File: src/rtl/bus_select_encoder_pkg.sv
// Shared types and constants for the bus select encoder: source indices and FSM state.
package bus_pkg;
    localparam int SEL_W = 5;
    localparam int SRC_N = 32;
    localparam int CNT_W = 8;

    localparam logic [SEL_W-1:0] SEL_HI     = 5'd16;
    localparam logic [SEL_W-1:0] SEL_LO     = 5'd17;
    localparam logic [SEL_W-1:0] SEL_ZHI    = 5'd18;
    localparam logic [SEL_W-1:0] SEL_ZLO    = 5'd19;
    localparam logic [SEL_W-1:0] SEL_PC     = 5'd20;
    localparam logic [SEL_W-1:0] SEL_MDR    = 5'd21;
    localparam logic [SEL_W-1:0] SEL_INPORT = 5'd22;
    localparam logic [SEL_W-1:0] SEL_C      = 5'd23;

    typedef enum logic {
        ST_IDLE  = 1'b0,
        ST_DRIVE = 1'b1
    } bus_state_e;
endpackage

File: src/rtl/bus_select_encoder_if.sv
// Request/select handshake bundle between a bus requester (master) and the encoder (slave).
interface bus_select_encoder_if;
    import bus_pkg::*;

    logic [SRC_N-1:0] drive_req;
    logic             req_valid;
    logic             req_ready;
    logic [SEL_W-1:0] mux_select;
    logic             sel_valid;
    logic             sel_ack;
    logic             conflict;
    logic [CNT_W-1:0] conflict_count;

    modport slave (
        input  drive_req, req_valid, sel_ack,
        output req_ready, mux_select, sel_valid, conflict, conflict_count
    );

    modport master (
        output drive_req, req_valid, sel_ack,
        input  req_ready, mux_select, sel_valid, conflict, conflict_count
    );
endinterface

File: src/rtl/bus_select_encoder_prio.sv
// 32-bit lowest-set-bit priority encoder with nonzero and multi-hot flags.
module prio_enc_32
    import bus_pkg::*;
(
    input  logic [SRC_N-1:0] i_req,
    output logic [SEL_W-1:0] o_idx,
    output logic             o_nz,
    output logic             o_multi
);
    logic [SEL_W-1:0] w_idx;

    // Scan from the top so the lowest set bit is the last one written.
    always_comb begin
        w_idx = '0;
        for (int i = SRC_N - 1; i >= 0; i--) begin
            if (i_req[i]) w_idx = SEL_W'(i);
        end
    end

    assign o_idx   = w_idx;
    assign o_nz    = |i_req;
    assign o_multi = |(i_req & (i_req - SRC_N'(1)));
endmodule

File: src/rtl/bus_select_encoder.sv
// Bus source select encoder: one-hot requests to a held 32:1 mux select with ack handshake.
// Optional saturating conflict counter enabled by macro BUS_ENC_CONFLICT_CNT_EN.
module bus_select_encoder
    import bus_pkg::*;
(
    input  logic                 clock,
    input  logic                 clear,
    bus_select_encoder_if.slave  bus
);
    bus_state_e       r_state;
    logic [SEL_W-1:0] r_sel;
    logic             r_conflict;
    logic [SEL_W-1:0] w_idx;
    logic             w_nz;
    logic             w_multi;
    logic             w_ready;
    logic             w_accept;

    prio_enc_32 u_prio (
        .i_req   (bus.drive_req),
        .o_idx   (w_idx),
        .o_nz    (w_nz),
        .o_multi (w_multi)
    );

    assign w_ready  = clear && ((r_state == ST_IDLE) || bus.sel_ack);
    assign w_accept = bus.req_valid && w_ready && w_nz;

    always_ff @(posedge clock) begin
        if (!clear) begin
            r_state    <= ST_IDLE;
            r_sel      <= '0;
            r_conflict <= 1'b0;
        end else begin
            r_conflict <= 1'b0;
            // An accept during ack hands over directly, keeping sel_valid high.
            if (w_accept) begin
                r_state    <= ST_DRIVE;
                r_sel      <= w_idx;
                r_conflict <= w_multi;
            end else if ((r_state == ST_DRIVE) && bus.sel_ack) begin
                r_state <= ST_IDLE;
            end
        end
    end

`ifdef BUS_ENC_CONFLICT_CNT_EN
    logic [CNT_W-1:0] r_cnt;

    // Counts alongside the pulse so the count is visible in the same cycle.
    always_ff @(posedge clock) begin
        if (!clear) begin
            r_cnt <= '0;
        end else if (w_accept && w_multi && (r_cnt != {CNT_W{1'b1}})) begin
            r_cnt <= r_cnt + CNT_W'(1);
        end
    end

    assign bus.conflict_count = r_cnt;
`else
    assign bus.conflict_count = '0;
`endif

    assign bus.req_ready  = w_ready;
    assign bus.mux_select = r_sel;
    assign bus.sel_valid  = (r_state == ST_DRIVE);
    assign bus.conflict   = r_conflict;
endmodule

File: src/flat_wrapper.sv
// flat-port wrapper written by rule: the top's interface ports become plain ports
module bus_select_encoder_flat import bus_pkg::*;
  (clock, clear, bus_drive_req, bus_req_valid, bus_sel_ack, bus_req_ready, bus_mux_select, bus_sel_valid, bus_conflict, bus_conflict_count);
  bus_select_encoder_if bus_i ();
  input  logic clock;
  input  logic clear;
  input wire logic [$bits(bus_i.drive_req)-1:0] bus_drive_req;
  input wire logic [$bits(bus_i.req_valid)-1:0] bus_req_valid;
  input wire logic [$bits(bus_i.sel_ack)-1:0] bus_sel_ack;
  output wire logic [$bits(bus_i.req_ready)-1:0] bus_req_ready;
  output wire logic [$bits(bus_i.mux_select)-1:0] bus_mux_select;
  output wire logic [$bits(bus_i.sel_valid)-1:0] bus_sel_valid;
  output wire logic [$bits(bus_i.conflict)-1:0] bus_conflict;
  output wire logic [$bits(bus_i.conflict_count)-1:0] bus_conflict_count;
  assign bus_i.drive_req = bus_drive_req;
  assign bus_i.req_valid = bus_req_valid;
  assign bus_i.sel_ack = bus_sel_ack;
  assign bus_req_ready = bus_i.req_ready;
  assign bus_mux_select = bus_i.mux_select;
  assign bus_sel_valid = bus_i.sel_valid;
  assign bus_conflict = bus_i.conflict;
  assign bus_conflict_count = bus_i.conflict_count;
  bus_select_encoder u_core (.clock(clock), .clear(clear), .bus(bus_i));
endmodule
File: config.mk
export PLATFORM = sky130hd
export DESIGN_NAME = bus_select_encoder_flat
export DESIGN_NICKNAME = d
export VERILOG_FILES = /design/src/rtl/bus_select_encoder_pkg.sv /design/src/rtl/bus_select_encoder_if.sv /design/src/rtl/bus_select_encoder_prio.sv /design/src/rtl/bus_select_encoder.sv /design/src/flat_wrapper.sv
export SDC_FILE = /design/constraint.sdc
export NUM_CORES = 1
export LEC_CHECK = 0
export ABC_AREA = 1
export BUFFER_PORTS_ARGS = -buffer_cell sky130_fd_sc_hd__clkbuf_2
export CAP_MARGIN = 20
export CORE_MARGIN = 1.5
export CORE_UTILIZATION = 46
export CTS_BUF_LIST = sky130_fd_sc_hd__clkbuf_8 sky130_fd_sc_hd__clkbuf_16
export DETAILED_ROUTE_END_ITERATION = 16
export GPL_TIMING_DRIVEN = 0
export PLACE_DENSITY_LB_ADDON = 0.2
export SETUP_SLACK_MARGIN = 0.05
export SLEW_MARGIN = 40
export SYNTH_ARGS = -nofsm -noshare
export SYNTH_HDL_FRONTEND = slang
export SYNTH_SLANG_ARGS = --single-unit
File: constraint.sdc
create_clock -name clock -period 3.05 [get_ports clock]
set_input_delay 0.61 -clock clock [delete_from_list [all_inputs] [get_ports clock]]
set_output_delay 0.61 -clock clock [all_outputs]
set_load 0.01 [all_outputs]
==> impl_metrics.json, run 1 <==
{
  "postCtsSetupBuffers": 0,
  "antenna_found_initial": 0,
  "globalRouteOverflowTotal": 0,
  "drc": 0,
  "grt_use_total": 0.194,
  "synth_compound_area_frac": 0.209,
  "final_nets": 295,
  "ys_seq_area_frac": 0.130,
  "ys_ff_latch": 7,
  "synthAdderAreaFrac": 0.0197,
  "power_density_mw_per_mm2": 246,
  "fillCellCount": 238,
  "synth_top_family_by_area": "simple AND/OR/NAND/NOR gates",
  "crit_path_top_delay_cell": "nor3_1",
  "cts_htree_levels": 1,
  "synth_top_area_frac": 0.184,
  "min_period_ps": 2550,
  "period_share": 0.837,
  "tritoncts": "built",
  "place_congestion": 0.779,
  "die_y_um": 51.5,
  "slowest_delay_ps": 270,
  "ctsResizeCount": 0,
  "status": "complete, no violations",
  "ant_nets": 0,
  "vias": 1316,
  "path_class": "input pin to register",
  "finalHoldViolCount": 0,
  "postCtsHoldBufs": 0,
  "synthXorXnorAreaFrac": 0,
  "place_area_mm2": 0.00136,
  "drive_gt1_frac": 0.275,
  "avgRoutedWirePerCell_um": 8.14,
  "die_area_mm2": 0.00265,
  "rsz0062_at_grt": "false",
  "synthSimpleGateAreaFrac": 0.406,
  "synth_area_mm2": 0.00108,
  "n_antenna_cell": 0,
  "fin_tns_setup_ps": 0,
  "yosys.area.top_type": "nand2_1",
  "hp-class": "register to register",
  "grt_max_degree": 9,
  "vias_per_cell": 4.60,
  "crit_fanout": 5,
  "synth_mux_area_frac": 0,
  "numCtsBuffers": 3,
  "yosys-top-cells-area": "nand2_1 18%, inv_1 16%, dfxtp_1 13%",
  "grt_pass1_vias": 1127,
  "clk_pin_slew_ps": 40,
  "leakage_nw": 0.795,
  "drv_cap": 0,
  "synth_cell_types": 26,
  "drt-pass1-iter-count": 4,
  "root_buffer": "clkbuf_8",
  "cp.arrival_ps": 2670,
  "ir_worst_vdd_mv": 0.193,
  "setup_viol": 0,
  "synthCells": 204,
  "fin_ws_ps": 498,
  "critPathLaunchType": "input pin",
  "total_power_w": 0.000345,
  "detail_route.iter0.violations": 22,
  "start_util": 0.488,
  "place_ws_ps": 285,
  "fin_skew_ps": 2.67,
  "core_area_mm2": 0.00221,
  "required_ps": 3170,
  "worstPathCellList": "clkbuf_2 -> nor2_2 -> inv_2 -> nor3_1 -> nand2_1 -> nor2_4 -> inv_2 -> nor3_4 -> inv_2 -> nor2_4 -> nand2_1 -> o21ai_1 -> o2111ai_1 -> nor4_2 -> nand2_1 -> o31ai_1 -> inv_1",
  "clk_latency_ps": 230,
  "std_cell_rows": 17,
  "fin_area_mm2": 0.00140,
  "end_kind": "register",
  "syn-mean-instance-area_um2": 5.29,
  "wirelength_um": 2330,
  "area_delta_synth_final_pct": 29.8,
  "io_pins": 52,
  "grt_pass1_wl_um": 4060,
  "io_buffers": 43,
  "hpwl_um": 2000,
  "fmax_mhz": 392,
  "cts_sinks": 7,
  "cts_buffer_depth": 2,
  "synth_warnings": 0,
  "die_x_um": 51.5,
  "drv_slew": 0
}
[sequential cells by signal, summed over array words and instances (netlist names)]
register and cells:
u_core.bus.mux_select 5, u_core.bus.sel_valid 1, u_core.bus.conflict 1
[cells in the final DEF, fill, tap and decap left out, types with 2 or more instances in the layout]
cell type and n:
a21oi_1 10, a31oi_1 2, buf_4 8, clkbuf_2 43, clkbuf_8 3, conb_1 8, dfxtp_1 7, inv_1 46
inv_2 6, nand2_1 53, nand3_1 3, nor2_1 26, nor2_2 3, nor2_4 3, nor3_1 5, nor3_2 2
o2111ai_1 3, o211ai_1 2, o21ai_0 14, o31ai_1 3
[report_power, final]
group / internal [W] / switching [W] / leakage [nW]
clock: 0.0000870 / 0.0000409 / 0.0269
combinational: 0.0000504 / 0.0000683 / 0.710
sequential: 0.0000965 / 0.00000212 / 0.0574
total: 0.000234 / 0.000111 / 0.795
[stage by stage]
stage	utilization	hold WS, ps	cells
3_3_place_gp	0.613	452	282
6_report	0.633	472	286
5_1_grt	0.633	513	286
2_1_floorplan	-	488	211
4_1_cts	0.633	477	286
3_5_place_dp	0.613	470	282
[logic make-up (layout without fill, tap and decap cells)]
logic type,after synthesis,in the layout
AOI/OAI and AO/OA,38,38
other,1,8
adders and majority gates,2,2
buffers and inverters,59,106
DFF,7,7
and+or+nand+nor,97,97
[area by class of cell]
class / instances / area (um2) / share of cell area
buffer: 8 / 60.1 / 0.0429
inverter: 51 / 191 / 0.137
clock inverter: 1 / 3.75 / 0.00268
tap: 28 / 35.0 / 0.0250
clock buffer: 3 / 41.3 / 0.0295
timing repair buffer: 43 / 215 / 0.154
sequential: 7 / 140 / 0.100
multi-input combinational: 145 / 714 / 0.510
[synth_stat cells]
| cell type | number |
|---|---|
| dfxtp_1 | 7 |
| nor2_2 | 3 |
| a21oi_1 | 10 |
| o21ai_1 | 1 |
| o31ai_1 | 3 |
| nand3_1 | 3 |
| a31oi_1 | 2 |
| nor2_1 | 26 |
| o22ai_1 | 1 |
| a32o_1 | 1 |
| nand2_1 | 53 |
| maj3_1 | 1 |
| o211ai_1 | 2 |
| nor3_4 | 1 |
| nor4_2 | 1 |
| o2111ai_1 | 3 |
| maj3_2 | 1 |
| inv_2 | 6 |
| o21ai_0 | 14 |
| nor3_1 | 5 |
| a211oi_1 | 1 |
| nor2_4 | 3 |
| buf_4 | 8 |
| conb_1 | 1 |
| inv_1 | 45 |
| nor3_2 | 2 |
[layer usage]
metal / vias to the layer above / global-route usage / part of all wire
met5: - / 0 / 0
met4: 0 / 0.0658 / 0.0056
met3: 2 / 0.0175 / 0.057
met2: 40 / 0.365 / 0.46
met1: 541 / 0.226 / 0.48
li1: 733 / - / -
[worst max-delay path: cells and delay by family]
kind                   cells  cell delay, ps
AND/OR/NAND/NOR            9            1240
AO/OA/AOI/OAI              3             450
buffers and inverters      5             370
[worst paths after layout]
check,from,to,slack [ps],cells past startpoint
max,bus_drive_req[12],u_core.bus.conflict,500,17
min,u_core.bus.mux_select[0],u_core.bus.mux_select[0],470,2
max reg2reg,u_core.bus.sel_valid,u_core.bus.mux_select[1],1570,5
min reg2reg,u_core.bus.mux_select[0],u_core.bus.mux_select[0],470,2
(Power assumes the default switching activity.)
==> run 2, diff against run 1 <==
--- a/config.mk
+++ b/config.mk
@@ -9,7 +9,7 @@
 export BUFFER_PORTS_ARGS = -buffer_cell sky130_fd_sc_hd__clkbuf_2
 export CAP_MARGIN = 20
 export CORE_MARGIN = 1.5
-export CORE_UTILIZATION = 46
+export CORE_UTILIZATION = 42
 export CTS_BUF_LIST = sky130_fd_sc_hd__clkbuf_8 sky130_fd_sc_hd__clkbuf_16
 export DETAILED_ROUTE_END_ITERATION = 16
 export GPL_TIMING_DRIVEN = 0
==> constraint.sdc (replaced) <==
create_clock -name clock -period 2.2 [get_ports clock]
set_input_delay 0.44 -clock clock [delete_from_list [all_inputs] [get_ports clock]]
set_output_delay 0.44 -clock clock [all_outputs]
set_load 0.01 [all_outputs]
==> run 2 against run 1 <==
The flow now finishes with violations (negative setup slack). Highest routed layer unchanged. Flip-flop and latch count did not move. Sequential power rose by 39%. Combinational power increased by 43%. Count of clock-buffer cells in the layout is the same. Largest cell class unchanged. Die area up 9.0%. Cell count increased by 0.70%. Total power grew 40%. Clock power is 37% higher.
==> impl_metrics.json, run 2 (synthesized netlist as in run 1, its figures left out) <==
{
  "cts_htree_levels": 1,
  "globalRouteOverflowTotal": 0,
  "worstPathCellList": "clkbuf_8 -> nor3_4 -> inv_2 -> nor2_4 -> inv_2 -> nor2_4 -> inv_2 -> nor2_4 -> inv_2 -> nor3_4 -> inv_2 -> nor3_1 -> nor2_1 -> nor4_2 -> nand2_1 -> o31ai_2 -> inv_1",
  "min_period_ps": 2290,
  "multiInputGateArea_um2": 748,
  "final_nets": 295,
  "fin_cells": 288,
  "fillCellCount": 277,
  "cts_sinks": 7,
  "start_util": 0.440,
  "clk_latency_ps": 230,
  "crit_path_top_delay_cell": "nor4_2",
  "fin_skew_ps": 0.767,
  "detail_route.iter0.violations": 29,
  "vias_per_cell": 4.44,
  "largest_reg_flops": 5,
  "end_kind": "register",
  "drive_gt1_frac": 0.302,
  "cpMostUsedCell": "inv_2",
  "violations": "negative setup slack",
  "drv_cap": 0,
  "rsz0062_at_grt": "true",
  "crit_fanout": 5,
  "dp.cells": 284,
  "die_area_mm2": 0.00288,
  "hp-class": "register to register",
  "finalHoldViolCount": 0,
  "final_cell_mix": "52 x nand2_1, 44 x inv_1, 42 x clkbuf_2, 26 x nor2_1, 14 x o21ai_0",
  "die_y_um": 53.7,
  "antenna_found_initial": 0,
  "clk_pin_slew_ps": 40,
  "grt_pass1_wl_um": 4030,
  "path_class": "input pin to register",
  "grt_pass1_vias": 1050,
  "period_share": 1.04,
  "wirelength_um": 2330,
  "numCtsBuffers": 3,
  "grt_use_total": 0.180,
  "core_area_mm2": 0.00245,
  "setup_viol": 1,
  "worstReg2RegStart": "u_core.bus.sel_valid",
  "fmax_mhz": 437,
  "ir_worst_vdd_mv": 0.371,
  "critPathLaunchType": "input pin",
  "ant_nets": 0,
  "cp.arrival_ps": 2410,
  "fin_ws_ps": -90.5,
  "place_congestion": 0.775,
  "io_buffers": 43,
  "status": "finished, violations left",
  "tritoncts": "built",
  "final_common_cell": "nand2_1",
  "finish.utilization": 0.589,
  "std_cell_rows": 18,
  "rrSetupSlack_ps": 910,
  "crit_family": "simple AND/OR/NAND/NOR gates",
  "area_delta_synth_final_pct": 34.0,
  "hpwl_um": 1980,
  "root_buffer": "clkbuf_8",
  "leakage_nw": 0.802,
  "crit_start": "bus_drive_req[2]",
  "drt-pass1-iter-count": 4,
  "slowest_delay_ps": 270,
  "regArea_um2": 140,
  "required_ps": 2320,
  "power_density_mw_per_mm2": 333,
  "postCtsHoldBufs": 0,
  "drv_slew": 0,
  "critPathBufInv": 7,
  "drc": 0,
  "avgRoutedWirePerCell_um": 8.10,
  "io_pins": 52,
  "vias": 1280,
  "die_x_um": 53.7,
  "n_antenna_cell": 0,
  "grt_max_degree": 9,
  "cts_buffer_depth": 2,
  "hold_path_startpoint": "u_core.bus.mux_select[0]"
}
[run 2: changes by cell type in the layout (fill, tap and decap cells not counted), moves of 2 or more]
cell    change
nor3_1      -3
inv_1       -2
inv_2       +2
nor3_2      +2
[run 2: layout make-up]
class	count	share of cell area
Buffer	8	0.0415
Clock buffer	3	0.0285
Clock inverter	1	0.00260
Inverter	51	0.132
Multi-Input combinational cell	145	0.517
Sequential cell	7	0.0969
Tap cell	30	0.0260
Timing Repair Buffer	43	0.155
[run 2: worst reg2reg max path: cells and delay by family (launching register included)]
family	cells	cell delay, ps
compound gates	1	270
flops	1	300
simple gates	3	480
buf+inv	1	140
[run 2: layer usage]
metal  part of all wire  track usage  vias to the layer above
met1               0.50        0.258                      517
met2               0.44        0.285                       32
li1                   -            -                      729
met3              0.057       0.0250                        2
met5                  0            0                        -
met4             0.0047       0.0385                        0
[run 2: where the power goes]
part	switching (W)	internal, W	total, W
clock	0.0000550	0.000121	0.000175
sequential	0.00000292	0.000134	0.000137
combinational	0.0000971	0.0000725	0.000170
total	0.000155	0.000327	0.000482
[run 2: worst paths after layout]
check / to / depth (start not counted)
setup / recovery: u_core.bus.conflict / 17
hold / removal: u_core.bus.mux_select[0] / 2
setup reg to reg: u_core.bus.mux_select[1] / 5
hold reg to reg: u_core.bus.mux_select[0] / 2
[run 2: stage by stage]
stage                     worst slack [ps]  instance area [um2]  setup TNS (ps)  hold WS (ps)  total power (W)
after floorplan                      -13.5                 1110           -13.5           488         0.000237
after global placement                -321                 1360            -612           453         0.000301
after detailed placement              -354                 1360            -683           474         0.000303
after CTS                            -91.7                 1430           -91.7           482         0.000484
after global routing                  -367                 1450            -699           498         0.000524
final                                -90.5                 1450           -90.5           478         0.000482
[run 2: what timing repair did]
item	CTS	global route
setup endpoints to repair	1	6
gates resized for setup	3	6
pin swaps	0	0
gates cloned	0	0
hold endpoints to repair	0	0
setup buffers	0	0
